===== src/rtl/adder_pkg.sv =====
// Shared definitions for the multi-limb add/subtract sequencer.
package adder_pkg;

  localparam int LIMB_W = 64;

  typedef enum logic [1:0] {
    IDLE = 2'd0,
    RUN  = 2'd1,
    DONE = 2'd2
  } state_e;

  // Width of the limb counter; never narrower than one bit.
  function automatic int cnt_w(input int n);
    return (n > 1) ? $clog2(n) : 1;
  endfunction

endpackage


===== src/rtl/carry_lookahead_adder_64.sv =====
// 64-bit adder built from 4-bit lookahead groups chained at group level.
module carry_lookahead_adder_64 (
  input  logic [63:0] a_i,
  input  logic [63:0] b_i,
  input  logic        cin_i,
  output logic [63:0] sum_o,
  output logic        cout_o,
  output logic        p_o,
  output logic        g_o
);

  logic [63:0] p, g, c_bit;
  logic [15:0] gp, gg;
  logic [16:0] c_grp;
  logic        blk_g;

  assign p = a_i ^ b_i;
  assign g = a_i & b_i;

  // Group propagate/generate, group carries, and bit carries inside each group.
  always_comb begin
    gp       = '0;
    gg       = '0;
    c_grp    = '0;
    c_bit    = '0;
    blk_g    = 1'b0;
    c_grp[0] = cin_i;
    for (int n = 0; n < 16; n++) begin
      gp[n] = &p[4*n +: 4];
      gg[n] = g[4*n+3]
            | (p[4*n+3] & g[4*n+2])
            | (p[4*n+3] & p[4*n+2] & g[4*n+1])
            | (p[4*n+3] & p[4*n+2] & p[4*n+1] & g[4*n]);
      c_grp[n+1] = gg[n] | (gp[n] & c_grp[n]);
      blk_g      = gg[n] | (gp[n] & blk_g);
      c_bit[4*n] = c_grp[n];
      for (int j = 1; j < 4; j++) begin
        c_bit[4*n+j] = g[4*n+j-1] | (p[4*n+j-1] & c_bit[4*n+j-1]);
      end
    end
  end

  assign sum_o  = p ^ c_bit;
  assign cout_o = c_grp[16];
  assign p_o    = &gp;
  assign g_o    = blk_g;

endmodule


===== src/rtl/multiword_add_sequencer.sv =====
// Multi-cycle W-bit add/subtract: one shared 64-bit adder, one limb per cycle,
// least-significant limb first, carry held in a register between limbs.
//
// state | meaning
// IDLE  | waiting for a request, in_ready high
// RUN   | adding limb k each cycle
// DONE  | result valid, held until out_ready
module multiword_add_sequencer
  import adder_pkg::*;
#(
  parameter int LIMBS = 4
) (
  input  logic                  clk,
  input  logic                  rst_n,
  input  logic                  in_valid,
  output logic                  in_ready,
  input  logic [LIMB_W*LIMBS-1:0] op_a,
  input  logic [LIMB_W*LIMBS-1:0] op_b,
  input  logic                  op_sub,
  input  logic                  op_cin,
  output logic                  out_valid,
  input  logic                  out_ready,
  output logic [LIMB_W*LIMBS-1:0] result,
  output logic                  cout,
  output logic                  ovf,
  output logic                  zero,
  output logic                  busy
);

  localparam int W  = LIMB_W * LIMBS;
  localparam int KW = cnt_w(LIMBS);
  localparam logic [KW-1:0] K_LAST = KW'(LIMBS - 1);

  state_e          state_q, state_d;
  logic [KW-1:0]   k_q, k_d;
  logic [W-1:0]    a_q, a_d;
  logic [W-1:0]    b_q, b_d;
  logic [W-1:0]    result_q, result_d;
  logic            carry_q, carry_d;
  logic            cout_q, cout_d;
  logic            ovf_q, ovf_d;
  logic            zero_q, zero_d;
  logic            nz_q, nz_d;

  int              limb_base;
  logic [LIMB_W-1:0] add_a, add_b, add_sum;
  logic            add_cout;
  logic            unused_p, unused_g;

  logic accept, last_limb;

  assign limb_base = int'(k_q) * LIMB_W;
  assign add_a     = a_q[limb_base +: LIMB_W];
  assign add_b     = b_q[limb_base +: LIMB_W];
  assign accept    = (state_q == IDLE) && in_valid;
  assign last_limb = (k_q == K_LAST);

  carry_lookahead_adder_64 u_adder (
    .a_i    (add_a),
    .b_i    (add_b),
    .cin_i  (carry_q),
    .sum_o  (add_sum),
    .cout_o (add_cout),
    .p_o    (unused_p),
    .g_o    (unused_g)
  );

  // Next-state logic for the sequencing FSM.
  always_comb begin
    state_d = state_q;
    case (state_q)
      IDLE:    if (in_valid) state_d = RUN;
      RUN:     if (last_limb) state_d = DONE;
      DONE:    if (out_ready) state_d = IDLE;
      default: state_d = IDLE;
    endcase
  end

  // Datapath next values: operand latch on accept, limb update while running.
  always_comb begin
    k_d      = k_q;
    a_d      = a_q;
    b_d      = b_q;
    result_d = result_q;
    carry_d  = carry_q;
    cout_d   = cout_q;
    ovf_d    = ovf_q;
    zero_d   = zero_q;
    nz_d     = nz_q;
    if (accept) begin
      a_d     = op_a;
      b_d     = op_sub ? ~op_b : op_b;
      carry_d = op_sub | op_cin;
      k_d     = '0;
      nz_d    = 1'b0;
    end else if (state_q == RUN) begin
      result_d[limb_base +: LIMB_W] = add_sum;
      carry_d = add_cout;
      nz_d    = nz_q | (|add_sum);
      if (last_limb) begin
        cout_d = add_cout;
        // Operand signs come from the stored (possibly inverted) operands.
        ovf_d  = (a_q[W-1] == b_q[W-1]) && (add_sum[LIMB_W-1] != a_q[W-1]);
        zero_d = ~(nz_q | (|add_sum));
      end else begin
        k_d = k_q + KW'(1);
      end
    end
  end

  // FSM state register.
  always_ff @(posedge clk or negedge rst_n) begin
    if (!rst_n) state_q <= IDLE;
    else        state_q <= state_d;
  end

  // Datapath registers.
  always_ff @(posedge clk or negedge rst_n) begin
    if (!rst_n) begin
      k_q      <= '0;
      a_q      <= '0;
      b_q      <= '0;
      result_q <= '0;
      carry_q  <= 1'b0;
      cout_q   <= 1'b0;
      ovf_q    <= 1'b0;
      zero_q   <= 1'b0;
      nz_q     <= 1'b0;
    end else begin
      k_q      <= k_d;
      a_q      <= a_d;
      b_q      <= b_d;
      result_q <= result_d;
      carry_q  <= carry_d;
      cout_q   <= cout_d;
      ovf_q    <= ovf_d;
      zero_q   <= zero_d;
      nz_q     <= nz_d;
    end
  end

  assign in_ready  = (state_q == IDLE);
  assign out_valid = (state_q == DONE);
  assign busy      = (state_q != IDLE);
  assign result    = result_q;
  assign cout      = cout_q;
  assign ovf       = ovf_q;
  assign zero      = zero_q;

endmodule


===== config.mk =====
export PLATFORM = sky130hd
export DESIGN_NAME = multiword_add_sequencer
export DESIGN_NICKNAME = d
export VERILOG_FILES = /design/src/rtl/adder_pkg.sv /design/src/rtl/carry_lookahead_adder_64.sv /design/src/rtl/multiword_add_sequencer.sv
export SDC_FILE = /design/constraint.sdc
export NUM_CORES = 2
export LEC_CHECK = 0
export CAP_MARGIN = 0
export CELL_PAD_IN_SITES_DETAIL_PLACEMENT = 1
export CELL_PAD_IN_SITES_GLOBAL_PLACEMENT = 2
export CORE_MARGIN = 2
export CORE_UTILIZATION = 36
export CTS_CLUSTER_DIAMETER = 30
export DETAILED_ROUTE_END_ITERATION = 10
export HOLD_SLACK_MARGIN = 0.05
export PLACE_DENSITY = 0.83
export SYNTH_ARGS = -nofsm -noshare
export SYNTH_HDL_FRONTEND = slang
export SYNTH_SLANG_ARGS = --single-unit

===== constraint.sdc =====
create_clock -name clk -period 12.3 [get_ports clk]
set_clock_uncertainty 0.15 [all_clocks]
set_input_delay 2.46 -clock clk [delete_from_list [all_inputs] [get_ports clk]]
set_output_delay 2.46 -clock clk [all_outputs]
set_load 0.005 [all_outputs]

### After elaboration in Yosys (flattened, before gate mapping)

Index checks and enable logic that the tools add are counted.

| storage, ports and cells | value |
|---|---|
| flip-flop bits (word level) | 777 |
| logic and storage cells | 328 |

| cells by class | value |
|---|---|
| $add $sub $neg | 2 |
| equality and inequality tests | 9 |
| shift operators | 4 |
| mux-type cells | 13 |
| bitwise operators | 264 |
| reductions and logical operators | 26 |

Operators by type and width:

| kind | count |
|---|---|
| $shiftx A256 B9 Y64 | 2 |
| $bwmux W256 | 1 |
| $mux W256 | 1 |
| $not A256 Y256 | 1 |
| $shift A64 B33 Y256 const A | 1 |
| $shiftx A64 B33 Y256 | 1 |
| $and A1 B1 Y1 | 144 |
| $xor A64 B64 Y64 | 2 |
| $or A1 B1 Y1 | 114 |
| $and A64 B64 Y64 | 1 |
| $reduce_and A4 Y1 | 16 |
| $reduce_or A64 Y1 | 1 |
| $neg A8 Y33 | 1 |
| $mux W2 | 6 |
| $ne A2 B2 Y1 const B | 3 |
| $pmux W2 S3 | 1 |
| $reduce_and A3 Y1 | 2 |
| $eq A2 B2 Y1 const B | 2 |
| $mux W1 | 4 |
| $reduce_and A2 Y1 | 2 |
| $reduce_bool A2 Y1 | 2 |
| $add A2 B1 Y2 const B | 1 |
| $eq A2 B1 Y1 const B | 1 |
| $logic_and A1 B1 Y1 | 2 |
| 5 further kinds | 6 |

### Logic depth before layout (Yosys ltp)

| depth | value |
|---|---|
| depth after elaboration | 46 |
| mapped depth | 25 |

### Modules after synthesis

From an unflattened synthesis, not the netlist that was laid out.

| second synthesis, totals | value |
|---|---|
| cells, all modules | 3298 |
| area, all modules | 36431.2 um^2 |

By module, submodules not included:

| module | instances | cells each | area each (um^2) |
|---|---|---|---|
| multiword_add_sequencer | 1 | 2996 | 33452.1 |
| carry_lookahead_adder_64 | 1 | 302 | 2979.1 |

### Worst setup path before layout

Ideal clock, no wire load.

| timing path | value |
|---|---|
| path type | reg2reg |
| start | register k_q[0] |
| end | register zero_q (netlist: zero) |
| data arrival time | 5870 ps |
| data required time | 12085 ps |
| slack | 6215 ps |
| cell stages (with the launch flop) | 26 |
| clock period less this slack | 6085 ps |
| path through | dfrtp_1 clkbuf_1 clkbuf_1 buf_2 mux4_2 ha_1 nand2_1 nor2_1 o311ai_1 and3_4 a211oi_2 o41ai_2 o41ai_2 a21boi_1 o21a_1 fa_1 inv_1 fa_1 inv_1 fa_1 xor2_1 nand4_1 nor4_1 nand3_1 nor4_1 mux2_2 |

| on the way | value |
|---|---|
| cells in the longest elaborated chain, start to end | 45 |

RTL lines:

| element | RTL line | text |
|---|---|---|
| from (decl) | multiword_add_sequencer.sv:35 | `logic [KW-1:0] k_q, k_d;` |
| from (signal assigned) | multiword_add_sequencer.sv:130 | `k_q <= k_d;` |
| $shiftx A256 B9 Y64, on equally long branches | multiword_add_sequencer.sv:53, multiword_add_sequencer.sv:54 |  |
| $xor A64 B64 Y64 or $and A64 B64 Y64 (tied branches) | carry_lookahead_adder_64.sv:17, carry_lookahead_adder_64.sv:18 |  |
| $and A1 B1 Y1, on equally long branches | carry_lookahead_adder_64.sv:31, carry_lookahead_adder_64.sv:32, carry_lookahead_adder_64.sv:33 |  |
| $or A1 B1 Y1, or another cell as far along | carry_lookahead_adder_64.sv:31 | `\| (p[4*n+3] & g[4*n+2])` |
| $or A1 B1 Y1 or $and A1 B1 Y1 (tied branches) | carry_lookahead_adder_64.sv:32, carry_lookahead_adder_64.sv:33 |  |
| $or A1 B1 Y1 | carry_lookahead_adder_64.sv:33 | `\| (p[4*n+3] & p[4*n+2] & p[4*n+1] & g[4*n]);` |
| $or A1 B1 Y1 | carry_lookahead_adder_64.sv:34 | `c_grp[n+1] = gg[n] \| (gp[n] & c_grp[n]);` |
| $and A1 B1 Y1 | carry_lookahead_adder_64.sv:34 |  |
| (+29 left out) | - |  |
| $and A1 B1 Y1 | carry_lookahead_adder_64.sv:38 | `c_bit[4*n+j] = g[4*n+j-1] \| (p[4*n+j-1] & c_bit[4*n+j-1]);` |
| $or A1 B1 Y1 | carry_lookahead_adder_64.sv:38 |  |
| $and A1 B1 Y1 | carry_lookahead_adder_64.sv:38 |  |
| $or A1 B1 Y1 | carry_lookahead_adder_64.sv:38 |  |
| $xor A64 B64 Y64 | carry_lookahead_adder_64.sv:43 | `assign sum_o = p ^ c_bit;` |
| $reduce_or A64 Y1 | multiword_add_sequencer.sv:104 | `zero_d = ~(nz_q \| (\|add_sum));` |
| $or A1 B1 Y1 | multiword_add_sequencer.sv:104 |  |
| $not A1 Y1 | multiword_add_sequencer.sv:104 |  |
| to (signal assigned) | multiword_add_sequencer.sv:137 | `zero_q <= zero_d;` |
| to (decl) | multiword_add_sequencer.sv:42 | `logic zero_q, zero_d;` |

Several ways; a longest one is shown, not always the timed one.
A chain may end at the register's enable or synchronous reset.

### Worst setup path after layout

Ends and elaborated chain as after synthesis.

==> metrics.cfg <==
[outcome]
status = completed

[sta]
worst_pin_slew_ps = 1130
hold_viol = 0
timing.fmax_mhz = 129
finalSetupViolations = 0
fin_tns_setup_ps = 0
fin_crit_sh_pct = 62.9
layout_min_cycle_time_ps = 7740
rsz0062_at_grt = false
fin_ws_ps = 4560
finalMaxSlewViolations = 0
slew_headroom_pct = 24.5

[die]
start_util_pct = 36.2
die_w_um = 321
die_area_um2 = 103000
rows = 116
fp.coreArea_um2 = 99900
die_h_um = 321
ios = 780

[worst_hold_path]
holdPathStages = 2
hp-class = reg2reg

[yosys]
synthesis.area_um2 = 36100
synth_fp_nets = 3693
syn_inst = 3057
synth_common_cells = dfrtp_1 (777), a21oi_1 (293), nor2_1 (283)
yosysTopAreaCell = dfrtp_1
synthTopCellsByArea = dfrtp_1 (54%), mux2_2 (8.0%), mux4_2 (8.0%)
ys_seq_area_share_pct = 53.8
synth_top_area_share_pct = 53.8
async_reset_ff_share_pct = 100
synth_seq_cells = 777
yosysWarnings = 0
synth.most_common_cell = dfrtp_1
ys_types = 45
syn_area_per_cell_um2 = 11.8
synth_edf_count = 0
ys.flop_type = dfrtp_1

[layout]
drive_gt1_share_pct = 19.0
final_nets = 4497
multiInputGateArea_um2 = 15500
num-fill-cells = 10300
regArea_um2 = 19500
area_growth_pct = 43.4

[critical_path]
end_kind = flop
worstPathArrival_ps = 8310
cp.required_ps = 12870
cp_max_fo = 32
r2r.worst_path.cells = 23
critical_path_class = reg2reg
cp-start-kind = flop

[placement]
dp_hpwl_mm = 103
gp_congestion = 0.862
port_buffers = 779
dp_worst_setup_slack_ps = 4390

[detailed_routing]
drc = 0
detail_route.wirelength_mm = 143
drt_iter0_drc = 1839
vias = 27800
vias_per_cell = 5.19
wl_per_cell_um = 26.7
drtPass1Iterations = 5
ant_nets = 0

[clock_network]
cts_tree = yes
htreeDepth = 4
cts_buffers = 183
cts_max_path_buffers = 3
path_clk_slew_ps = 50
post_cts_buffers = 0
numClockSinks = 777
cts_resized = 0
ctsRootBufferMaster = clkbuf_16
hold_buffers = 0
clk-insertion-delay-late_ps = 780

[global_route]
overflow = 0
grt_pass1_vias = 30300
grt_max_degree = 213
grtUsageTotal_pct = 27.7
grt_antenna_before_repair = 45
grt_pass1_wl_mm = 207

[power_and_ir_drop]
ir_drop_mv = 0.294
p_per_area_nw_per_um2 = 382
power.leakage_nw = 21.4

[run]
maxCapViolations = 0

-- final cells by class --
class	count	area share [%]
Antenna cell	29	0.140
Clock buffer	234	9.87
Clock inverter	108	2.81
Inverter	105	0.760
Multi-Input combinational cell	1976	30.0
Sequential cell	777	37.5
Tap cell	1298	3.13
Timing Repair Buffer	818	15.8
-- kinds of logic (layout without fill, tap and decap cells) --
logic type / count (synthesis) / count (layout) / synth area share, %
and+or+nand+nor: 614 / 614 / 6.77
buffers and inverters: 304 / 1265 / 3.25
adders and majority gates: 118 / 118 / 5.08
AOI/OAI and AO/OA: 586 / 586 / 8.49
muxes: 385 / 385 / 16.0
xor gates and xnor gates: 273 / 273 / 6.62
other: 0 / 29 / 0
DFF: 777 / 777 / 53.8
-- power by group --
group          switching (W)  internal, W  total (W)
Clock                0.00162      0.00350    0.00512
Combinational        0.00648      0.00369     0.0102
Sequential          0.000784      0.00372    0.00450
-- routing by layer --
layer  wire, µm  share of wire, %  vias to the layer above  global-route usage (%)
li1           -                 -                    12200                       -
met1      60900                43                    14400                    36.2
met2      67300                47                      881                    43.6
met3       7820               5.5                      292                    6.26
met4       6510               4.6                       28                    13.6
met5        169              0.12                        -                       0
-- stage by stage --
stage               power (W)  std cells  cell area, µm²  hold slack (ps)  utilization [%]
CTS                    0.0199       5316           51800              332             51.8
detailed placement     0.0146       4974           45200              321             45.3
finish                 0.0198       5345           51800              325             51.9
global placement       0.0144       4974           45200              311             45.3
floorplan             0.00919       3057           36100              323                -
global route           0.0208       5342           51800              356             51.9
-- final timing paths --
| path | start | endpoint | slack, ps |
|---|---|---|---|
| max reg2reg | k_q[0] | zero | 4560 |
| max | k_q[0] | zero | 4560 |
| min | result[116] | result[116] | 330 |
| max in group asynchronous | rst_n | k_q[0] | 7950 |
| min in group asynchronous | rst_n | result[75] | 1550 |
| min reg2reg | result[116] | result[116] | 330 |
-- flip-flops by register name, indices dropped and copies added (netlist names) --
name	cells
ovf	1
nz_q	1
k_q	2
state_q	2
a_q	256
carry_q	1
b_q	256
zero	1
result	256
cout	1
-- critical path, stage by stage, from the launching register on --
cell	delay, ps
dfrtp_4	520
buf_4	560
buf_4	630
mux4_2	590
ha_1	350
nand4_1	120
nor2_1	200
nand2_1	150
a211oi_2	500
o41ai_2	230
o41ai_2	560
a21boi_1	200
o21a_1	240
fa_1	410
inv_1	90
fa_1	200
inv_1	60
fa_1	460
xor2_2	340
nand4_1	140
nor4_1	260
nand3_1	110
nor4_1	300
mux2_2	230
-- placed cells by master (no fill, tap or decap), types with 16 or more instances in the layout --
cell	count
mux2_2	257
nand4_1	21
dfrtp_1	775
nor2_1	283
mux4_2	128
clkdlybuf4s50_1	777
fa_1	48
a21oi_1	293
xnor2_1	258
nand2_1	274
clkinvlp_4	16
buf_4	33
bufinv_16	27
diode_2	29
ha_1	70
o21ai_0	254
clkbuf_16	187
clkbuf_8	26
inv_1	105
clkinv_2	39
clkbuf_1	21
(Power assumes the default switching activity.)
